[config.mk]
export PLATFORM = sky130hd
export DESIGN_NAME = prod_acc
export DESIGN_NICKNAME = d
export VERILOG_FILES = /design/src/rtl/prod_acc_pkg.sv /design/src/rtl/prod_acc_sat_add.sv /design/src/rtl/prod_acc.sv
export SDC_FILE = /design/constraint.sdc
export NUM_CORES = 1
export LEC_CHECK = 0
export ABC_AREA = 1
export ABC_CLOCK_PERIOD_IN_PS = 3050
export CORE_MARGIN = 2
export CORE_UTILIZATION = 56
export DETAILED_ROUTE_END_ITERATION = 12
export HOLD_SLACK_MARGIN = 0.15
export PLACE_DENSITY = 0.88
export SKIP_LAST_GASP = 1
export SYNTH_ARGS = -nofsm -noshare
export SYNTH_HDL_FRONTEND = slang
export SYNTH_HIERARCHICAL = 1
export SYNTH_SLANG_ARGS = --single-unit
[constraint.sdc]
create_clock -name clk -period 3.05 [get_ports clk]
set_input_delay 0.61 -clock clk [delete_from_list [all_inputs] [get_ports clk]]
set_output_delay 0.61 -clock clk [all_outputs]
set_load 0.02 [all_outputs]
[src/rtl/prod_acc_pkg.sv]
// prod_acc_pkg: shared types and default sizing for the product accumulator.
package prod_acc_pkg;

  // Accumulator FSM: collecting beats, or holding a finished frame sum.
  typedef enum logic {
    ACC  = 1'b0,
    HOLD = 1'b1
  } state_t;

  localparam int unsigned DEF_PROD_W = 16;
  localparam int unsigned DEF_N      = 8;
  localparam int unsigned DEF_ACC_W  = 19;
  localparam int unsigned FRM_CNT_W  = 8;

endpackage

[src/rtl/prod_acc_sat_add.sv]
// sat_add: unsigned A_W + B_W adder with carry-out of bit A_W-1.
// With PROD_ACC_SAT_EN defined the result clamps to all-ones on carry;
// otherwise it wraps modulo 2^A_W.
module sat_add
  import prod_acc_pkg::*;
#(
  parameter int unsigned A_W = DEF_ACC_W,
  parameter int unsigned B_W = DEF_PROD_W
) (
  input  logic [A_W-1:0] a,
  input  logic [B_W-1:0] b,
  output logic [A_W-1:0] sum,
  output logic           carry
);

  logic [A_W:0] full;

  // Zero-extended add one bit wider than the accumulator to expose the carry.
  always_comb begin
    full  = {1'b0, a} + (A_W + 1)'(b);
    carry = full[A_W];
`ifdef PROD_ACC_SAT_EN
    sum   = carry ? {A_W{1'b1}} : full[A_W-1:0];
`else
    sum   = full[A_W-1:0];
`endif
  end

endmodule

[src/rtl/prod_acc.sv]
// prod_acc: sums frames of N unsigned products and presents each total on a
// held valid/ready output. Optional clamping: PROD_ACC_SAT_EN.
module prod_acc
  import prod_acc_pkg::*;
#(
  parameter int unsigned PROD_W = DEF_PROD_W,
  parameter int unsigned N      = DEF_N,
  parameter int unsigned ACC_W  = DEF_ACC_W
) (
  input  logic                 clk,
  input  logic                 rst_n,
  input  logic                 clr,
  input  logic                 in_valid,
  output logic                 in_ready,
  input  logic [PROD_W-1:0]    in_prod,
  output logic                 out_valid,
  input  logic                 out_ready,
  output logic [ACC_W-1:0]     out_sum,
  output logic                 out_ovf,
  output logic [FRM_CNT_W-1:0] frm_cnt
);

  localparam int unsigned CNT_W = $clog2(N);

  state_t               state_q;
  logic [ACC_W-1:0]     sum_q;
  logic [CNT_W-1:0]     cnt_q;
  logic                 ovf_q;
  logic [ACC_W-1:0]     out_sum_q;
  logic                 out_ovf_q;
  logic [FRM_CNT_W-1:0] frm_cnt_q;

  logic [ACC_W-1:0]     add_sum;
  logic                 add_carry;
  logic                 beat;
  logic                 last;

  sat_add #(
    .A_W (ACC_W),
    .B_W (PROD_W)
  ) u_sat_add (
    .a     (sum_q),
    .b     (in_prod),
    .sum   (add_sum),
    .carry (add_carry)
  );

  // Handshake outputs come from registered state only.
  assign in_ready  = (state_q == ACC);
  assign out_valid = (state_q == HOLD);
  assign out_sum   = out_sum_q;
  assign out_ovf   = out_ovf_q;
  assign frm_cnt   = frm_cnt_q;

  assign beat = in_valid & in_ready;
  assign last = (cnt_q == CNT_W'(N - 1));

  // Frame FSM: accumulate N beats, then hold the total until delivered.
  always_ff @(posedge clk or negedge rst_n) begin
    if (!rst_n) begin
      state_q   <= ACC;
      sum_q     <= '0;
      cnt_q     <= '0;
      ovf_q     <= 1'b0;
      out_sum_q <= '0;
      out_ovf_q <= 1'b0;
      frm_cnt_q <= '0;
    end else if (clr) begin
      // Abort: drop partial frame and any undelivered sum, keep out_sum.
      state_q <= ACC;
      sum_q   <= '0;
      cnt_q   <= '0;
      ovf_q   <= 1'b0;
    end else begin
      unique case (state_q)
        ACC: begin
          if (beat) begin
            if (last) begin
              out_sum_q <= add_sum;
              out_ovf_q <= ovf_q | add_carry;
              sum_q     <= '0;
              cnt_q     <= '0;
              ovf_q     <= 1'b0;
              state_q   <= HOLD;
            end else begin
              sum_q <= add_sum;
              cnt_q <= cnt_q + CNT_W'(1);
              ovf_q <= ovf_q | add_carry;
            end
          end
        end
        HOLD: begin
          if (out_ready) begin
            frm_cnt_q <= frm_cnt_q + FRM_CNT_W'(1);
            state_q   <= ACC;
          end
        end
        default: state_q <= ACC;
      endcase
    end
  end

endmodule

==> results of run 1 <==
stage by stage:
stage	instance area (um^2)	power (mW)
after detailed placement	3750	1.24
after floorplan	3230	1.11
final	3870	1.72
after global placement	3750	1.23
after CTS	3870	1.73
after global routing	3870	1.82
metal layers:
metal,up-vias,part of all wire [%]
met3,4,4.6
met4,0,0.39
met1,1237,49
met2,69,46
li1,1398,-
met5,-,0
cells by family after synthesis:
logic type / count (synthesis) / synth area share, %
and+or+nand+nor: 202 / 27.5
AOI/OAI and AO/OA: 62 / 12.1
buffers and inverters: 62 / 8.63
DFF: 52 / 40.2
adders and majority gates: 20 / 7.97
xor gates and xnor gates: 13 / 3.52
state kept, by name, summed over array words and instances (netlist names):
| name | count |
|---|---|
| out_valid | 1 |
| sum_q | 19 |
| out_ovf | 1 |
| out_sum | 19 |
| ovf_q | 1 |
| cnt_q | 3 |
| frm_cnt | 8 |
worst max path at each step:
stage               cells past startpoint                      end       start
floorplan                              12    sum_q[16]$_DFFE_PN0P_  in_prod[0]
global placement                       13    sum_q[16]$_DFFE_PN0P_  in_prod[0]
detailed placement                     13    sum_q[16]$_DFFE_PN0P_  in_prod[0]
CTS                                    13    sum_q[12]$_DFFE_PN0P_  in_prod[0]
global route                           13    sum_q[16]$_DFFE_PN0P_  in_prod[0]
finish                                 13  out_sum[12]$_DFFE_PN0P_  in_prod[0]
final cells by class:
type,count,area (um^2)
Fill cell,472,1670
Multi-Input combinational cell,297,1650
Sequential cell,52,1300
Timing Repair Buffer,51,503
Clock buffer,5,68.8
Tap cell,72,90.1
Clock inverter,3,46.3
Inverter,54,203
power groups by stage:
stage	registers, mW	logic, mW	clock network (mW)
finish	0.749	0.478	0.488
floorplan	0.757	0.350	0
global placement	0.760	0.469	0
detailed placement	0.762	0.474	0
global route	0.753	0.548	0.522
CTS	0.749	0.476	0.500
placed cells by master, fill, tap and decap left out, types with 9 or more instances in the layout:
cell	count
a21oi_1	15
clkdlybuf4s50_1	49
dfrtp_1	52
ha_1	19
inv_1	53
nand2_1	135
nand3_1	20
nor2_1	24
o21ai_0	20
o21ai_2	20
xor2_1	9
worst register-to-register path: stages, from the launching register on:
cell	delay [ns]
dfrtp_1	0.40
ha_1	0.26
fa_1	0.45
nand3_1	0.10
nand3_1	0.10
nand2_1	0.08
nand2_1	0.09
nand2_1	0.09
nand2_1	0.05
nand2_1	0.05
nand2_1	0.05
inv_1	0.08
o21ai_2	0.06
==> qor.csv, run 1 <==
stage,metric,value,unit
cts,maximum clock path buffer count,2,
critical_path,CP Capture Type,flip-flop,
place,routability cong.,0.889,
pwr,switching share of power,33.7,%
synth,most frequent cell after synthesis,nand2_1,
cts,clock buffers created by TritonCTS,5,
route,Antenna Nets Post-Route,0,
floorplan,Die Footprint,0.00640,mm^2
global_route,GRT met3 Usage,3.73,%
critical_path,CP Buf/Inv Count,2,
critical_path,Worst Path Arrival,2.48,ns
critical_path,"Slowest-stage cell, CP",fa_1,
pwr,Clock power frac,28.5,%
pwr,Comb pwr share,27.9,%
synth,post-synthesis register bit count,52,
synth,Synth top cells by count,"135 x nand2_1, 53 x inv_1, 52 x dfrtp_1",
global_route,Top Usage Layer GRT,met2,
timing,RSZ-0062 raised after global routing,false,
cts,CTS tree,built,
cts,H-tree levels,2,
critical_path,crit-path cells,clkdlybuf4s50_1 -> ha_1 -> fa_1 -> nand3_1 -> nand3_1 -> nand2_1 -> nand2_1 -> nand2_1 -> nand2_1 -> nand2_1 -> nand2_1 -> inv_1 -> o21ai_2,
critical_path,FF-to-FF End,out_sum[12]$_DFFE_PN0P_,
timing,setup violators final,0,
place,placed insts,526,
route,drt drc,0,
timing,Rel. slew slack,59.8,%
synth,"area leader, netlist",dfrtp_1,
global_route,largest net degree at the start of global routing,42,
route,Pre-antenna DRT Iters,4,
timing,Least-Margin Pin Slew,0.603,ns
pwr,Int Pwr,1.14,mW
pwr,sw power,0.577,mW
place,Placement Setup Slack,0.427,ns
timing,Sum Neg Setup Slack,0,ns
floorplan,core area,0.00554,mm^2
synth,Async SR Flop Fraction,100,%
critical_path,delay of the slowest critical-path stage,0.45,ns
timing,Peak Freq,0.434,GHz
timing,final hold slack,0.207,ns
global_route,initial antenna violation count,0,
cells_and_area,Area Growth Syn to Fin,19.5,%
cts,clk slew on worst S/H paths,0.10,ns
route,via count,2708,
synth,synth warn,6,
cells_and_area,Layout Cells excl Fill,534,
cts,root buf cell,clkbuf_8,
global_route,first-pass GRT wire length,11900,um
timing,Final min period,2.30,ns
critical_path,most frequent CP cell,nand2_1,
floorplan,Die H,80.0,um
global_route,met1 Usage GRT,33.1,%
synth,"EDFF count, synth",0,
min_path,Min-Delay Path Class,input pin to asynchronous set/reset pin,
cts,Clock Latency Late Sink,0.31,ns
global_route,vias in the first global route,2653,
critical_path,Critical Path Start Type,input pin,
critical_path,RR Startpoint,sum_q[0]$_DFFE_PN0P_,
route,Routed WL,6850,um
pwr,VDD IR-drop max,0.220,mV
cts,cts repair resizes,0,
critical_path,CP max FO,4,
timing,final critical-path share of the clock period,75.5,%
timing,worst clock skew,0.0108,ns
pwr,Sequential Power Share,43.7,%
global_route,met2 usage,37.8,%
route,vias per inst,5.07,
floorplan,chip width,80.0,um
synth,post-synthesis sequential area ratio,40.2,%
timing,final worst slack,0.747,ns
synth,library cells used by synthesis,29,
cells_and_area,share of cells above drive strength 1,10.2,%
status,status,"complete, no violations",
pwr,LEAKAGE,1.96,nW
synth,Mapped Area,0.00323,mm^2
route,drt first-iter violations,166,
synth,Synth area leaders,"dfrtp_1 40%, nand2_1 16%, ha_1 7.4%",
timing,Slew Limit Fails,0,
floorplan,Ports,51,
global_route,GRT Util Overall,23.4,%
critical_path,Crit Path Class,input pin to flip-flop,
synth,ys flop type,dfrtp_1,
synth,top cell type's share of synthesized area,40.2,%
floorplan,row cnt,27,
cells_and_area,Final nets,502,
critical_path,R2R setup slack,1.05,ns
cells_and_area,utilization after layout,69.8,%
cts,post-CTS setup repair buffer count,0,
cells_and_area,# diodes,0,
cts,hold-fix buffers at CTS,0,
floorplan,initial core utilization,58.4,%
place,I/O Buffers,50,
critical_path,Crit path max-delay family,adder cells,
global_route,total global routing overflow,0,
place,Post-DP HPWL,5170,um
critical_path,r2r worst-path depth,12,
synth,synthesized instance count,411,
cts,clk sink count,52,
pwr,PD cells,444,mW/mm^2
route,WL/cell,12.8,um
critical_path,Critical Path RT,3.22,ns
synth,"Avg Cell Area, Syn",7.87,um^2
timing,"Hold Vio Cnt, Final",0,
run,max_cap viols,0,
synth,Mapped Nets,452,
(Power assumes the default switching activity.)
==> inputs of run 2 (changes only) <==
Settings changed: ABC_CLOCK_PERIOD_IN_PS 3050 to 2000, CORE_UTILIZATION 56 to 49, PLACE_DENSITY 0.88 to 0.82.
Clock period 3.05 ns to 2 ns, I/O delays scaled along.
==> run 2 against run 1 <==
Compared with the run above: sequential cell count is the same; clock skew shrank 0.0057 ns; wire length grew 16%; largest cell class unchanged; largest power group unchanged; hold slack gained 0.28 ns; critical endpoint is now sum_q[17]$_DFFE_PN0P_; count of clock-buffer cells in the layout grew 1.
==> qor.csv, run 2 (synthesis results as in run 1) <==
stage,metric,value,unit,change
cts,root buf cell,clkbuf_8,,
critical_path,CP max FO,5,,+1
pwr,LEAKAGE,2.14,nW,+9.0%
status,status,"complete, no violations",,
timing,RSZ-0062 raised after global routing,true,,
place,Post-DP HPWL,5640,um,+9.1%
global_route,met2 usage,37.8,%,-0.049 points
global_route,largest net degree at the start of global routing,34,,-19%
route,drt drc,0,,unchanged
global_route,met1 Usage GRT,28.6,%,-4.5 points
place,Placement Setup Slack,-0.377,ns,-0.804 ns
cts,Clock Latency Late Sink,0.31,ns,about the same
timing,Final min period,1.95,ns,
cells_and_area,post-layout instance area,0.00429,mm^2,+11%
floorplan,row cnt,29,,+7.4%
pwr,total power,2.90,mW,+69%
cells_and_area,"commonest non-fill, non-tap cell in the layout",nand2_1,,
place,placed insts,559,,+6.3%
floorplan,Ports,51,,unchanged
timing,Sum Neg Setup Slack,0,ns,unchanged
cells_and_area,Area Growth Syn to Fin,32.6,%,
critical_path,Worst Path Arrival,2.15,ns,-0.33 ns
global_route,vias in the first global route,2924,,+10%
cts,CTS tree,built,,
global_route,GRT met3 Usage,4.47,%,+0.74 points
pwr,VDD IR-drop max,0.383,mV,+74%
timing,"Hold Vio Cnt, Final",0,,unchanged
place,I/O Buffers,50,,unchanged
route,vias per inst,5.20,,+2.5%
route,drt first-iter violations,258,,+55%
cts,clk sink count,52,,unchanged
cells_and_area,Final nets,532,,+6.0%
cells_and_area,Layout Cells excl Fill,569,,+6.6%
route,Antenna Nets Post-Route,0,,unchanged
timing,Slew Limit Fails,0,,unchanged
timing,final critical-path share of the clock period,97.6,%,
route,Pre-antenna DRT Iters,4,,unchanged
global_route,total global routing overflow,0,,unchanged
critical_path,Critical Path Start Type,input pin,,
cts,clk slew on worst S/H paths,0.10,ns,about the same
critical_path,"Slowest-stage cell, CP",clkdlybuf4s50_1,,
route,WL/cell,13.9,um,+8.5%
run,max_cap viols,0,,unchanged
min_path,Min-Delay Path Class,flip-flop to flip-flop,,
cells_and_area,area of the multi-input gates,0.00181,mm^2,+9.2%
timing,worst clock skew,0.00509,ns,-0.00575 ns
floorplan,Die Footprint,0.00727,mm^2,+14%
global_route,Top Usage Layer GRT,met2,,
floorplan,chip width,85.2,um,+6.6%
critical_path,CP Capture Type,flip-flop,,
cts,clock buffers created by TritonCTS,5,,unchanged
critical_path,most frequent CP cell,nand2_1,,
cells_and_area,# diodes,0,,unchanged
global_route,initial antenna violation count,0,,unchanged
cts,maximum clock path buffer count,2,,unchanged
critical_path,Critical Path RT,2.20,ns,-1.02 ns
cts,H-tree levels,2,,unchanged
critical_path,Crit Path Class,input pin to flip-flop,,
cells_and_area,Seq. cell area,0.00130,mm^2,unchanged
cells_and_area,share of cells above drive strength 1,20.1,%,+9.9 points
floorplan,Die H,85.2,um,+6.6%
timing,Peak Freq,0.512,GHz,
critical_path,delay of the slowest critical-path stage,0.44,ns,about the same
cells_and_area,Layout fillers,492,,+4.2%
timing,final worst slack,0.0473,ns,-0.700 ns
pwr,PD cells,675,mW/mm^2,+52%
floorplan,initial core utilization,50.9,%,-7.4 points
route,Routed WL,7910,um,+16%
global_route,first-pass GRT wire length,13200,um,+11%
timing,Rel. slew slack,67.3,%,+7.5 points
floorplan,core area,0.00635,mm^2,+15%
cells_and_area,most frequent cells in the layout,"129 x nand2_1, 52 x inv_1, 52 x dfrtp_1",,
timing,Least-Margin Pin Slew,0.490,ns,-0.113 ns
critical_path,crit-path cells,clkdlybuf4s50_1 -> ha_1 -> a21oi_1 -> o21ai_1 -> a21oi_2 -> nand2_1 -> nand2_1 -> nand2_1 -> inv_1 -> o21ai_1,,
timing,setup violators final,0,,unchanged
place,dpl cell area,0.00399,mm^2,+6.4%
critical_path,R2R setup slack,0.17,ns,-0.88 ns
place,routability cong.,0.904,,+1.7%
route,via count,2957,,+9.2%
global_route,GRT Util Overall,22.3,%,-1.1 points
run 2: cell types whose count changed in the layout (fill, tap and decap cells not counted), moves of 6 or more:
cell	before	now
ha_4	0	9
ha_1	19	9
o21ai_0	20	14
nand2_2	3	9
nand2_1	135	129
o21ai_1	5	11
buf_4	1	28
run 2: area by class of cell:
cell class	instances	area share [%]
Tap cell	77	2.25
Multi-Input combinational cell	297	42.1
Clock inverter	2	0.904
Sequential cell	52	30.3
Clock buffer	6	1.93
Inverter	54	4.73
Timing Repair Buffer	81	17.7
run 2: per-stage QoR:
step / hold slack, ns / util (%)
global placement: 0.382 / 62.9
detailed placement: 0.390 / 62.9
finish: 0.486 / 67.5
floorplan: 0.104 / -
global route: 0.510 / 67.5
CTS: 0.490 / 65.0
run 2: worst max-delay path: cells and delay by family:
kind,cells,cell delay (ns)
AOI/OAI and AO/OA,4,0.66
adders and majority gates,1,0.36
and+or+nand+nor,3,0.20
buffers and inverters,2,0.53
run 2: routing by layer:
layer / part of all wire, % / vias up / wire length (um)
met5: 0 / - / 0
met4: 1.5 / 0 / 116
met3: 5.5 / 15 / 436
met2: 49 / 91 / 3910
met1: 44 / 1395 / 3450
li1: - / 1456 / -
run 2: path summary, 6_finish.rpt:
| kind | end | start | depth (start not counted) |
|---|---|---|---|
| min in group asynchronous | frm_cnt[6]$_DFFE_PN0P_ | rst_n | 2 |
| max in group asynchronous | frm_cnt[2]$_DFFE_PN0P_ | rst_n | 3 |
| setup reg to reg | sum_q[12]$_DFFE_PN0P_ | sum_q[0]$_DFFE_PN0P_ | 12 |
| hold reg to reg | out_sum[4]$_DFFE_PN0P_ | out_sum[4]$_DFFE_PN0P_ | 2 |
| setup / recovery | sum_q[17]$_DFFE_PN0P_ | in_prod[12] | 10 |
| hold / removal | out_sum[4]$_DFFE_PN0P_ | out_sum[4]$_DFFE_PN0P_ | 2 |
run 2: power by group:
part / leakage, nW / switching (mW) / total (mW) / internal (mW)
sequential: 0.704 / 0.0531 / 1.16 / 1.10
combinational: 1.37 / 0.544 / 0.963 / 0.419
clock: 0.0614 / 0.367 / 0.776 / 0.410
total: 2.14 / 0.964 / 2.90 / 1.93
run 2: repair_timing:
item                                    4_1_cts  5_1_grt
hold buffers                                  1        0
endpoints found under the hold margin        19        0
buffers inserted                              0        1
pin swaps                                     1        6
resized for setup                             2       29
endpoints found under the setup margin        5       23
